File: src/rtl/vin_capture.sv
// rtl/vin_capture.sv - parallel video bus receiver: oversampled capture, sof/sol tagging, output FIFO
// Optional measurement logic is built when VIN_CAPTURE_MEASURE_EN is defined.
module vin_capture #(
    parameter int PIX_W      = 8,
    parameter int CNT_W      = 12,
    parameter int FIFO_DEPTH = 4
) (
    input  logic             clk,
    input  logic             rst,
    input  logic             v_vsync,
    input  logic             v_hsync,
    input  logic             v_pclk,
    input  logic             v_de,
    input  logic [PIX_W-1:0] v_pixel,
    output logic             out_valid,
    input  logic             out_ready,
    output logic [PIX_W-1:0] out_pixel,
    output logic             out_sof,
    output logic             out_sol,
    output logic             overflow,
    output logic [CNT_W-1:0] meas_h,
    output logic [CNT_W-1:0] meas_v,
    output logic             err_hlen
);

    localparam int AW = $clog2(FIFO_DEPTH);
    localparam int EW = PIX_W + 2;
    localparam logic [AW:0] FULL_CNT = (AW + 1)'(FIFO_DEPTH);

    typedef enum logic [1:0] {
        WAIT_VS = 2'd0,
        VBLANK  = 2'd1,
        ACTIVE  = 2'd2
    } state_t;

    logic             s1_vsync, s1_hsync, s1_pclk, s1_de;
    logic [PIX_W-1:0] s1_pixel;
    logic             s2_vsync, s2_hsync, s2_pclk, s2_de;
    logic [PIX_W-1:0] s2_pixel;
    logic             s2_unused;

    logic             ev;
    logic             vs_rise;
    logic             prev_vsync, prev_de;

    state_t           state, state_nxt;
    logic             wr_req, wr_sof, wr_sol;

    logic [EW-1:0]    mem [FIFO_DEPTH];
    logic [AW-1:0]    wr_ptr, rd_ptr;
    logic [AW:0]      count;
    logic             full, rd, wr_ok;
    logic [EW-1:0]    head;

    // Two-stage capture of the video bus into the system clock domain
    always_ff @(posedge clk) begin
        if (rst) begin
            s1_vsync <= 1'b0;
            s1_hsync <= 1'b0;
            s1_pclk  <= 1'b0;
            s1_de    <= 1'b0;
            s1_pixel <= '0;
            s2_vsync <= 1'b0;
            s2_hsync <= 1'b0;
            s2_pclk  <= 1'b0;
            s2_de    <= 1'b0;
            s2_pixel <= '0;
        end else begin
            s1_vsync <= v_vsync;
            s1_hsync <= v_hsync;
            s1_pclk  <= v_pclk;
            s1_de    <= v_de;
            s1_pixel <= v_pixel;
            s2_vsync <= s1_vsync;
            s2_hsync <= s1_hsync;
            s2_pclk  <= s1_pclk;
            s2_de    <= s1_de;
            s2_pixel <= s1_pixel;
        end
    end

    // Only the second-stage pclk feeds the edge detector; the rest of s2 is kept for bus symmetry
    assign s2_unused = ^{s2_vsync, s2_hsync, s2_de, s2_pixel};

    assign ev      = s1_pclk & ~s2_pclk;
    assign vs_rise = ev & s1_vsync & ~prev_vsync;

    // Remember vsync/de as seen at the previous pclk event
    always_ff @(posedge clk) begin
        if (rst) begin
            prev_vsync <= 1'b0;
            prev_de    <= 1'b0;
        end else if (ev) begin
            prev_vsync <= s1_vsync;
            prev_de    <= s1_de;
        end
    end

    // Frame state register
    always_ff @(posedge clk) begin
        if (rst) begin
            state <= WAIT_VS;
        end else begin
            state <= state_nxt;
        end
    end

    // Frame tracking and FIFO write request; a vsync rising edge always wins over a pixel
    always_comb begin
        state_nxt = state;
        wr_req    = 1'b0;
        wr_sof    = 1'b0;
        wr_sol    = 1'b0;
        case (state)
            WAIT_VS: begin
                if (ev && s1_vsync) begin
                    state_nxt = VBLANK;
                end
            end
            VBLANK: begin
                if (vs_rise) begin
                    state_nxt = VBLANK;
                end else if (ev && s1_de) begin
                    state_nxt = ACTIVE;
                    wr_req    = 1'b1;
                    wr_sof    = 1'b1;
                    wr_sol    = 1'b1;
                end
            end
            ACTIVE: begin
                if (vs_rise) begin
                    state_nxt = VBLANK;
                end else if (ev && s1_de) begin
                    wr_req = 1'b1;
                    wr_sol = ~prev_de;
                end
            end
            default: begin
                state_nxt = WAIT_VS;
            end
        endcase
    end

    assign out_valid = (count != '0);
    assign full      = (count == FULL_CNT);
    assign rd        = out_valid & out_ready;
    assign wr_ok     = wr_req & (~full | rd);

    // FIFO storage; contents need no reset because outputs are gated by out_valid
    always_ff @(posedge clk) begin
        if (wr_ok) begin
            mem[wr_ptr] <= {s1_pixel, wr_sof, wr_sol};
        end
    end

    // FIFO pointers, occupancy and sticky overflow
    always_ff @(posedge clk) begin
        if (rst) begin
            wr_ptr   <= '0;
            rd_ptr   <= '0;
            count    <= '0;
            overflow <= 1'b0;
        end else begin
            if (wr_ok) begin
                wr_ptr <= wr_ptr + AW'(1);
            end
            if (rd) begin
                rd_ptr <= rd_ptr + AW'(1);
            end
            case ({wr_ok, rd})
                2'b10:   count <= count + (AW + 1)'(1);
                2'b01:   count <= count - (AW + 1)'(1);
                default: count <= count;
            endcase
            if (wr_req && !wr_ok) begin
                overflow <= 1'b1;
            end
        end
    end

    assign head      = mem[rd_ptr];
    assign out_pixel = out_valid ? head[EW-1:2] : '0;
    assign out_sof   = out_valid & head[1];
    assign out_sol   = out_valid & head[0];

`ifdef VIN_CAPTURE_MEASURE_EN
    localparam logic [CNT_W-1:0] CNT_MAX = '1;

    logic [CNT_W-1:0] h_cnt, line_cnt, ref_h;

    // Active size measurement; the first line of a frame sets the reference width
    always_ff @(posedge clk) begin
        if (rst) begin
            h_cnt    <= '0;
            line_cnt <= '0;
            ref_h    <= '0;
            meas_h   <= '0;
            meas_v   <= '0;
            err_hlen <= 1'b0;
        end else if (vs_rise) begin
            meas_h   <= ref_h;
            meas_v   <= line_cnt;
            line_cnt <= '0;
            h_cnt    <= '0;
        end else if (ev) begin
            if (prev_de && !s1_de) begin
                if (line_cnt != CNT_MAX) begin
                    line_cnt <= line_cnt + CNT_W'(1);
                end
                if (line_cnt == '0) begin
                    ref_h <= h_cnt;
                end else if (h_cnt != ref_h) begin
                    err_hlen <= 1'b1;
                end
                h_cnt <= '0;
            end else if (s1_de && h_cnt != CNT_MAX) begin
                h_cnt <= h_cnt + CNT_W'(1);
            end
        end
    end
`else
    assign meas_h   = '0;
    assign meas_v   = '0;
    assign err_hlen = 1'b0;
`endif

endmodule

File: config.mk
export PLATFORM = sky130hd
export DESIGN_NAME = vin_capture
export DESIGN_NICKNAME = d
export VERILOG_FILES = /design/src/rtl/vin_capture.sv
export SDC_FILE = /design/constraint.sdc
export NUM_CORES = 1
export LEC_CHECK = 0
export BUFFER_PORTS_ARGS = -buffer_cell sky130_fd_sc_hd__buf_2
export CAP_MARGIN = 20
export CORE_MARGIN = 2
export CORE_UTILIZATION = 35
export DETAILED_ROUTE_END_ITERATION = 12
export HOLD_SLACK_MARGIN = 0.12
export PLACE_DENSITY = 0.59
export SLEW_MARGIN = 20
export SYNTH_ARGS = -nofsm -noshare
export SYNTH_HDL_FRONTEND = slang
export SYNTH_SLANG_ARGS = --single-unit
File: constraint.sdc
create_clock -name clk -period 5.45 [get_ports clk]
set_clock_uncertainty 0.2 [all_clocks]
set_input_delay 0 -clock clk [delete_from_list [all_inputs] [get_ports clk]]
set_output_delay 0 -clock clk [all_outputs]
set_load 0.03 [all_outputs]
==> results of run 1 <==
[cell usage in the layout, fill, tap and decap left out, types with 2 or more instances in the layout]
cell,count
edfxtp_1,40
dfxtp_1,26
conb_1,25
dlygate4sd3_1,25
buf_2,25
nor2b_1,17
and2_1,14
mux4_2,10
nor2_1,10
clkbuf_8,9
ha_1,8
nand2_1,7
a21oi_1,6
inv_1,4
mux2i_1,4
nand2b_1,3
o21a_1,2
nand3_1,2
xor2_1,2
a31oi_1,2
bufinv_16,2
[flip-flops by register name (all words and copies together), names as in the netlist, 2 cells and up, named ones only]
register / count
mem: 40
count: 3
state: 2
rd_ptr: 2
s1_pixel: 8
wr_ptr: 2
[what timing repair did]
action	4_1_cts	5_1_grt
setup buffers	0	0
hold buffers	25	0
endpoints found under the setup margin	0	0
hold endpoints to repair	25	0
[area by class of cell]
cell class / count / area, µm²
Multi-Input combinational cell: 134 / 1060
Timing Repair Buffer: 50 / 375
Sequential cell: 66 / 1720
Inverter: 4 / 15.0
Tap cell: 105 / 131
Clock inverter: 6 / 90.1
Fill cell: 763 / 4610
Clock buffer: 10 / 128
[per-layer routing]
| layer | part of all wire (%) | vias to the layer above | GRT usage (%) |
|---|---|---|---|
| met1 | 42 | 776 | 13.5 |
| met2 | 53 | 35 | 19.7 |
| met5 | 0 | - | 0 |
| met3 | 4.4 | 5 | 3.56 |
| met4 | 1.2 | 0 | 5.07 |
| li1 | - | 805 | - |
[path summary, 6_finish.rpt]
| kind | from | to | slack [ns] | depth (start not counted) |
|---|---|---|---|---|
| setup / recovery | state[1]$_SDFFE_PP0P_ | count[2]$_SDFFE_PP0P_ | 2.84 | 10 |
| hold / removal | prev_de$_SDFFE_PP0N_ | prev_de$_SDFFE_PP0N_ | 0.26 | 2 |
| setup reg to reg | state[1]$_SDFFE_PP0P_ | count[2]$_SDFFE_PP0P_ | 2.84 | 10 |
| hold reg to reg | prev_de$_SDFFE_PP0N_ | prev_de$_SDFFE_PP0N_ | 0.26 | 2 |
[cell usage after synthesis, types with 2 or more instances]
master    count
edfxtp_1     40
dfxtp_1      26
buf_4        25
nor2b_1      17
and2_1       14
mux4_2       10
nor2_1       10
ha_1          8
nand2_1       7
a21oi_1       6
clkbuf_1      4
inv_1         4
mux2i_1       4
nand2b_1      3
a31oi_1       2
nand3_1       2
o21a_1        2
xor2_1        2
[stage by stage]
step	instances	util [%]
2_1_floorplan	235	-
3_3_place_gp	334	37.5
3_5_place_dp	334	37.5
4_1_cts	375	43.3
5_1_grt	375	43.3
6_report	375	43.3
[cell families (layout without fill, tap and decap cells)]
| logic type | count (synthesis) | after routing | share of synthesized area, % |
|---|---|---|---|
| DFF | 66 | 66 | 59.0 |
| adders and majority gates | 9 | 9 | 4.12 |
| AOI/OAI and AO/OA | 16 | 16 | 3.60 |
| other | 1 | 25 | 0.129 |
| and+or+nand+nor | 65 | 65 | 14.4 |
| xor gates and xnor gates | 3 | 3 | 0.901 |
| muxes | 16 | 16 | 10.1 |
| buffers and inverters | 35 | 70 | 7.76 |
[power by group through the flow]
stage	logic (mW)	clock network (mW)	registers [mW]
final	0.110	0.443	0.549
after global routing	0.124	0.479	0.551
after floorplan	0.0951	0	0.556
after CTS	0.111	0.457	0.550
after global placement	0.0972	0	0.560
after detailed placement	0.0973	0	0.561
[tightest hold or removal path: cells and delay by family (launching register included)]
| family | cells | cell delay (ns) |
|---|---|---|
| flops | 1 | 0.31 |
| compound gates | 1 | 0.05 |
| simple gates | 1 | 0.05 |
==> flow_summary.json, run 1 <==
{
  "num_vias": 1621,
  "max_freq_mhz": 383,
  "clockRootBuffer": "clkbuf_8",
  "grt_setup_unrepaired": "no",
  "crit_family": "simple AND/OR/NAND/NOR gates",
  "wirelength_mm": 4.67,
  "cpMostUsedCell": "nor2b_1",
  "ys_warn_count": 0,
  "h-tree-depth": 3,
  "max_cap_viol_count": 0,
  "cp_max_fo": 6,
  "cts_max_path_buffers": 2,
  "wl_per_cell_um": 12.4,
  "fin_setup_tns_ns": 0,
  "synth_largest_area_cell": "edfxtp_1",
  "critPathCaptureType": "register",
  "place_congestion": 0.779,
  "async_flop_share_pct": 0,
  "switchingPower_mw": 0.262,
  "cts_tree": "yes",
  "cts_resized": 0,
  "die_x_um": 95.3,
  "clkSinkCount": 66,
  "syn-cell-area_mm2": 0.00292,
  "cts_buffers": 9,
  "yosysSeqAreaShare_pct": 59.0,
  "setup_slack_ns": 2.84,
  "slowest_stage": "fa_1",
  "initial_core_util_pct": 35.9,
  "power_frac_clock_pct": 40.2,
  "antenna_found_initial": 0,
  "grt_start_max_net_pins": 31,
  "path_buf_inv": 1,
  "maxSlewViolCount": 0,
  "crit_path_max_incr_delay_ns": 0.44,
  "antenna_left": 0,
  "firstDrtPassIters": 4,
  "drc": 0,
  "layout.nets": 289,
  "drive_gt1_share_pct": 21.9,
  "gr-usage-all-layers_pct": 11.6,
  "synth_edf_count": 40,
  "placed_area_mm2": 0.00305,
  "drt_iter0_drc": 66,
  "slew_headroom_pct": 53.0,
  "cp.required_ns": 5.49,
  "ys_types": 43,
  "p_leak_nw": 1.32,
  "grt_pass1_vias": 1594,
  "preCtsSetupSlack_ns": 2.84,
  "io_buffers": 25,
  "synth_top_cell_area_share_pct": 41.2,
  "fin_area_mm2": 0.00352,
  "num_io_pins": 52,
  "die_h_um": 95.3,
  "avgSynthCellArea_um2": 13.8,
  "hold_viol": 0,
  "worst-setup-path-type": "register to register",
  "crit_chain": "inv_1 -> ha_1 -> nand2_2 -> nor3_4 -> nor2_1 -> fa_1 -> nor2b_1 -> nor2b_1 -> mux2i_1 -> o32ai_1",
  "synth.area.top_cells": "edfxtp_1 41%, dfxtp_1 18%, mux4_2 7.7%",
  "crit_arrival_ns": 2.66,
  "insertion_delay_ns": 0.33,
  "hold_path.class": "register to register",
  "sw_frac_of_total_pct": 23.8,
  "hpwl_mm": 2.94,
  "grt_pass1_wl_mm": 7.65,
  "dieArea_mm2": 0.00908,
  "crit_path_start_kind": "register",
  "tightest_slew_ns": 0.705,
  "power_frac_comb_pct": 10.0,
  "power.total_mw": 1.10,
  "fin_hold_ws_ns": 0.261,
  "antenna_cells": 0,
  "final-setup-viol-count": 0,
  "power_density_mw_per_mm2": 313,
  "clk_pin_slew_ns": 0.07,
  "overflow": 0,
  "num_rows": 33,
  "fin_crit_ns": 2.61,
  "syn-instance-count": 211,
  "ir_drop_v": 0.000163,
  "outcome": "finished, final reports clean",
  "power.internal_mw": 0.840,
  "power_frac_seq_pct": 49.8,
  "layout-area-overhead-vs-synth_pct": 20.7,
  "min_period_over_period_pct": 48.0,
  "ys.flop_type": "edfxtp_1",
  "synth-seq-cells": 66,
  "via_per_inst": 4.32,
  "coreArea_mm2": 0.00813
}
Note: power is estimated with default switching activity, not from simulation.
==> inputs of run 2 (changes only) <==
- PLACE_DENSITY: 0.59 -> 0.61
- clock period: 5.45 -> 2.2 ns (I/O delays scaled with it)
==> run 2 against run 1 <==
  * Via count increased by 4.4%
  * Non-clock buffer count increased by 17
  * Sequential cell count stayed put
  * Critical path depth did not move
  * Die area unchanged
  * Sequential power increased by 150%
  * Core utilization increased by 2.5 points
  * Sequential share of layout area is 2.6 points lower
  * Count of clock-buffer cells in the layout unchanged
  * Cell count rose by 4.5%
==> flow_summary.json, run 2 (synthesized netlist as in run 1, its figures left out) <==
{
  "top_usage_layer": "met2",
  "tightest_slew_ns": 0.572,
  "met3_usage_pct": 3.56,
  "final-setup-viol-count": 0,
  "preCtsSetupSlack_ns": -0.0152,
  "final_util_pct": 45.8,
  "power_frac_clock_pct": 44.2,
  "io_buffers": 25,
  "crit_path_max_incr_delay_ns": 0.37,
  "gr-usage-met2_pct": 19.9,
  "largest_register_ffs": 40,
  "worst-setup-path-type": "register to register",
  "crit_arrival_ns": 2.21,
  "sw_frac_of_total_pct": 22.1,
  "crit_chain": "inv_2 -> ha_4 -> nand2_4 -> nor3_4 -> nor2_2 -> fa_2 -> nor2b_2 -> nor2b_1 -> mux2i_1 -> o32ai_1",
  "via_per_inst": 4.32,
  "power.total_mw": 3.01,
  "antenna_cells": 0,
  "antenna_left": 0,
  "maxSlewViolCount": 0,
  "antenna_found_initial": 0,
  "fin_cells": 392,
  "reg_top3": "mem (40), s1_pixel (8), count (3)",
  "initial_core_util_pct": 35.9,
  "clockRootBuffer": "clkbuf_8",
  "crit_path_start_kind": "register",
  "h-tree-depth": 3,
  "num_rows": 33,
  "slowest_stage": "fa_2",
  "critPathCaptureType": "register",
  "grt_pass1_wl_mm": 7.69,
  "rr_startpoint": "state[1]$_SDFFE_PP0P_",
  "dieArea_mm2": 0.00908,
  "drive_gt1_share_pct": 29.3,
  "grt_setup_unrepaired": "yes",
  "worstHoldStart": "overflow$_SDFFE_PP0P_",
  "min_period_over_period_pct": 98.2,
  "max_cap_viol_count": 0,
  "num_io_pins": 52,
  "power_density_mw_per_mm2": 808,
  "clkSinkCount": 66,
  "die_x_um": 95.3,
  "grt_pass1_vias": 1615,
  "cts_max_path_buffers": 2,
  "max_freq_mhz": 463,
  "reg2reg_depth": 10,
  "power_frac_seq_pct": 45.0,
  "r2r_setup_slack_ns": 0.04,
  "num_vias": 1693,
  "hold_path.class": "register to register",
  "drc": 0,
  "outcome": "finished, final reports clean",
  "hold_end": "overflow$_SDFFE_PP0P_",
  "layout.nets": 306,
  "cp_max_fo": 3,
  "drt_iter0_drc": 61,
  "path_buf_inv": 1,
  "final_cell_mix": "40 x edfxtp_1, 25 x conb_1, 25 x dlygate4sd3_1, 25 x buf_2, 24 x dfxtp_1",
  "grt_start_max_net_pins": 31,
  "cts_tree": "yes",
  "post-cts-setup-buffers": 0,
  "clk_pin_slew_ns": 0.07,
  "setup_slack_ns": 0.0404,
  "crit_family": "adder cells",
  "timing.rr.end": "count[2]$_SDFFE_PP0P_",
  "coreArea_mm2": 0.00813,
  "power.internal_mw": 2.34,
  "wl_per_cell_um": 12.0,
  "largest-register": "mem",
  "layout_commonest_cell": "edfxtp_1",
  "p_leak_nw": 1.44,
  "overflow": 0,
  "insertion_delay_ns": 0.34,
  "power_frac_comb_pct": 10.8,
  "hpwl_mm": 3.16,
  "die_h_um": 95.3,
  "layout-area-overhead-vs-synth_pct": 27.6,
  "dp_cells": 351,
  "slew_headroom_pct": 61.9,
  "firstDrtPassIters": 4,
  "place_congestion": 0.738,
  "cp.required_ns": 2.25,
  "gr-usage-all-layers_pct": 11.6,
  "fin_crit_ns": 2.16,
  "grtUsageMet1_pct": 13.1,
  "ir_drop_v": 0.000461,
  "cts_buffers": 9,
  "switchingPower_mw": 0.666,
  "min_path_cells": 2,
  "final.fill_count": 719,
  "hold_viol": 0,
  "wirelength_mm": 4.72
}
==> run 2: changes by cell type in the layout (fill, tap and decap cells not counted), moves of 2 or more <==
cell       change
buf_4         +17
bufinv_16      +2
dfxtp_1        -2
dfxtp_2        +2
inv_1          -2
inv_2          +2
==> run 2: worst max path at each step <==
stage               cells after the start             startpoint  slack, ns               endpoint
CTS                                    10  state[1]$_SDFFE_PP0P_       0.03  count[2]$_SDFFE_PP0P_
detailed placement                     10  state[1]$_SDFFE_PP0P_      -0.02  count[2]$_SDFFE_PP0P_
global placement                       10  state[1]$_SDFFE_PP0P_       0.07  count[2]$_SDFFE_PP0P_
floorplan                              10  state[1]$_SDFFE_PP0P_      -0.06  count[2]$_SDFFE_PP0P_
global route                           10  state[1]$_SDFFE_PP0P_      -0.13  count[2]$_SDFFE_PP0P_
finish                                 10  state[1]$_SDFFE_PP0P_       0.04  count[2]$_SDFFE_PP0P_
==> run 2: worst min-delay path, cell delays in order, from the launching register on <==
cell and delay (ns):
dfxtp_1 0.33, a21oi_1 0.04, nor2_1 0.06
==> run 2: through the flow <==
stage | TNS (ns) | area (µm²) | hold WS (ns)
floorplan | -0.0617 | 3030 | -0.0718
detailed placement | -0.0152 | 3210 | 0.0170
global placement | 0 | 3210 | 0.00886
CTS | 0 | 3720 | 0.273
finish | 0 | 3720 | 0.266
global route | -0.126 | 3720 | 0.302
==> run 2: cell type report <==
type | instances | area, µm² | share of cell area, %
sequential | 66 | 1720 | 46.3
timing repair buffer | 67 | 503 | 13.5
clock inverter | 6 | 138 | 3.70
tap | 105 | 131 | 3.53
inverter | 4 | 15.0 | 0.403
clock buffer | 10 | 128 | 3.43
multi-input combinational | 134 | 1080 | 29.1
==> run 2: timing repair <==
item,CTS,global route
pin swaps,1,0
setup endpoints to repair,1,1
resized for setup,1,0
hold endpoints to repair,25,0
hold buffers,25,0
==> run 2: power groups by stage <==
stage	combinational (mW)	sequential [mW]	clock, mW
floorplan	0.251	1.38	0
global placement	0.288	1.38	0
detailed placement	0.293	1.38	0
CTS	0.328	1.35	1.35
global route	0.356	1.36	1.41
finish	0.324	1.35	1.33
==> run 2: metal layers <==
metal | wire, µm | share of wire, % | vias to the layer above
li1 | - | - | 842
met1 | 1930 | 41 | 807
met4 | 101 | 2.1 | 0
met2 | 2480 | 52 | 34
met5 | 0 | 0 | -
met3 | 207 | 4.4 | 10
==> inputs of run 3 (changes only) <==
- CORE_ASPECT_RATIO: default -> 1.2
- PLACE_DENSITY: 0.61 -> default
- PLACE_DENSITY_LB_ADDON: default -> 0.1
- REMOVE_ABC_BUFFERS: default -> 1
==> run 3 against run 2 <==
  * Routed wire length grew 8.0%
  * Core utilization grew 0.46 points
  * Global-route usage increased by 0.51 points
  * Die area about the same
  * Critical path type unchanged
  * Largest power group unchanged
==> flow_summary.json, run 3 (synthesized netlist as in run 1, its figures left out) <==
{
  "outcome": "finished, final reports clean",
  "final_cell_mix": "40 x edfxtp_1, 25 x conb_1, 25 x dlygate4sd3_1, 25 x buf_2, 24 x dfxtp_1",
  "coreArea_mm2": 0.00811,
  "max_freq_mhz": 472,
  "gr-usage-all-layers_pct": 12.1,
  "max_cap_viol_count": 0,
  "r2r_setup_slack_ns": 0.08,
  "multi_input_area_mm2": 0.00108,
  "worst-setup-path-type": "register to register",
  "wl_per_cell_um": 13.1,
  "drive_gt1_share_pct": 31.2,
  "cts_buffers": 9,
  "grt_setup_unrepaired": "yes",
  "clockRootBuffer": "clkbuf_8",
  "overflow": 0,
  "drc": 0,
  "layout-area-overhead-vs-synth_pct": 28.5,
  "clkSinkCount": 66,
  "final_util_pct": 46.2,
  "die_x_um": 87.4,
  "place_congestion": 0.777,
  "via_per_inst": 4.41,
  "min_period_over_period_pct": 96.3,
  "p_leak_nw": 1.46,
  "grt_pass1_wl_mm": 8.24,
  "crit_path_start_kind": "register",
  "largest-register": "mem",
  "power.total_mw": 2.73,
  "insertion_delay_ns": 0.34,
  "power_density_mw_per_mm2": 729,
  "die_h_um": 104,
  "drt_iter0_drc": 58,
  "grt_start_max_net_pins": 31,
  "dieArea_mm2": 0.00909,
  "fin_crit_ns": 2.12,
  "hold_viol": 0,
  "num_io_pins": 52,
  "fin_setup_tns_ns": 0,
  "grt_pass1_vias": 1705,
  "cts_max_path_buffers": 2,
  "wirelength_mm": 5.10,
  "tightest_slew_ns": 0.586,
  "layout_commonest_cell": "edfxtp_1",
  "antenna_cells": 0,
  "largest_register_ffs": 40,
  "slew_headroom_pct": 60.9,
  "final.fill_count": 754,
  "hpwl_mm": 3.44,
  "firstDrtPassIters": 4,
  "cp_max_fo": 4,
  "post-cts-setup-buffers": 0,
  "maxSlewViolCount": 0,
  "critPathCaptureType": "register",
  "initial_core_util_pct": 36.0,
  "reg_top3": "mem (40), s1_pixel (8), count (3)",
  "seq_area_mm2": 0.00172,
  "num_vias": 1720,
  "cts_tree": "yes",
  "io_buffers": 25,
  "final-setup-viol-count": 0,
  "cp.required_ns": 2.25,
  "crit_arrival_ns": 2.17,
  "ir_drop_v": 0.000319,
  "h-tree-depth": 3,
  "antenna_found_initial": 0,
  "antenna_left": 0,
  "hold_path.class": "register to register",
  "clk_pin_slew_ns": 0.07,
  "layout.nets": 314,
  "num_rows": 36
}
[run 3: cell types whose count changed in the layout (fill, tap and decap cells not counted)]
cell | before | now
clkinvlp_4 | 0 | 2
bufinv_16 | 4 | 1
inv_6 | 1 | 0
buf_12 | 0 | 3
buf_4 | 17 | 22
clkbuf_8 | 9 | 11
clkinv_2 | 0 | 1
clkinv_4 | 1 | 0
[run 3: metrics by stage]
step / setup slack [ns] / cells / hold WS, ns / cell area, µm²
finish: 0.0808 / 390 / 0.265 / 3750
global route: -0.0358 / 390 / 0.298 / 3750
CTS: 0.00849 / 390 / 0.264 / 3720
detailed placement: -0.0199 / 349 / 0.0121 / 3270
global placement: 0.000623 / 349 / 0.0106 / 3270
floorplan: -0.151 / 204 / -0.131 / 2800
[run 3: per-layer routing]
layer  vias up  track usage, %  wire (µm)
met5         -               0          0
met4         0            6.04         93
met3         7            3.33        143
met2        27            19.8       2720
met1       833            14.3       2140
li1        853               -          -
[run 3: final timing paths]
| check | from | end | cells past startpoint |
|---|---|---|---|
| worst min-delay path | prev_de$_SDFFE_PP0N_ | prev_de$_SDFFE_PP0N_ | 2 |
| worst max register to register | state[1]$_SDFFE_PP0P_ | count[2]$_SDFFE_PP0P_ | 10 |
| worst min register to register | prev_de$_SDFFE_PP0N_ | prev_de$_SDFFE_PP0N_ | 2 |
| worst max-delay path | state[1]$_SDFFE_PP0P_ | count[2]$_SDFFE_PP0P_ | 10 |
[run 3: worst max-delay path: stages, from the launching register on]
cell and delay, ns:
dfxtp_2 0.34, inv_2 0.05, ha_4 0.28, nand2_4 0.06
nor3_4 0.13, nor2_2 0.07, fa_2 0.38, nor2b_2 0.13
nor2b_1 0.12, mux2i_1 0.07, o32ai_1 0.20
[run 3: power by group]
part	switching, mW	internal, mW
sequential	0.0206	1.33
combinational	0.197	0.160
clock	0.440	0.583
total	0.657	2.08
[run 3: repair_timing]
action / in CTS / in global routing
hold buffers: 25 / 0
pin swaps: 0 / 1
endpoints found under the hold margin: 25 / 0
gates resized for setup: 1 / 8
endpoints found under the setup margin: 1 / 13
[run 3: layout make-up]
cell class,count,share of cell area [%]
clock buffers,12,4.14
clock inverters,4,1.34
multi-input cells,134,28.9
repair buffers,75,16.0
well taps,95,3.17
inverters,4,0.401
flip-flops and latches,66,46.0
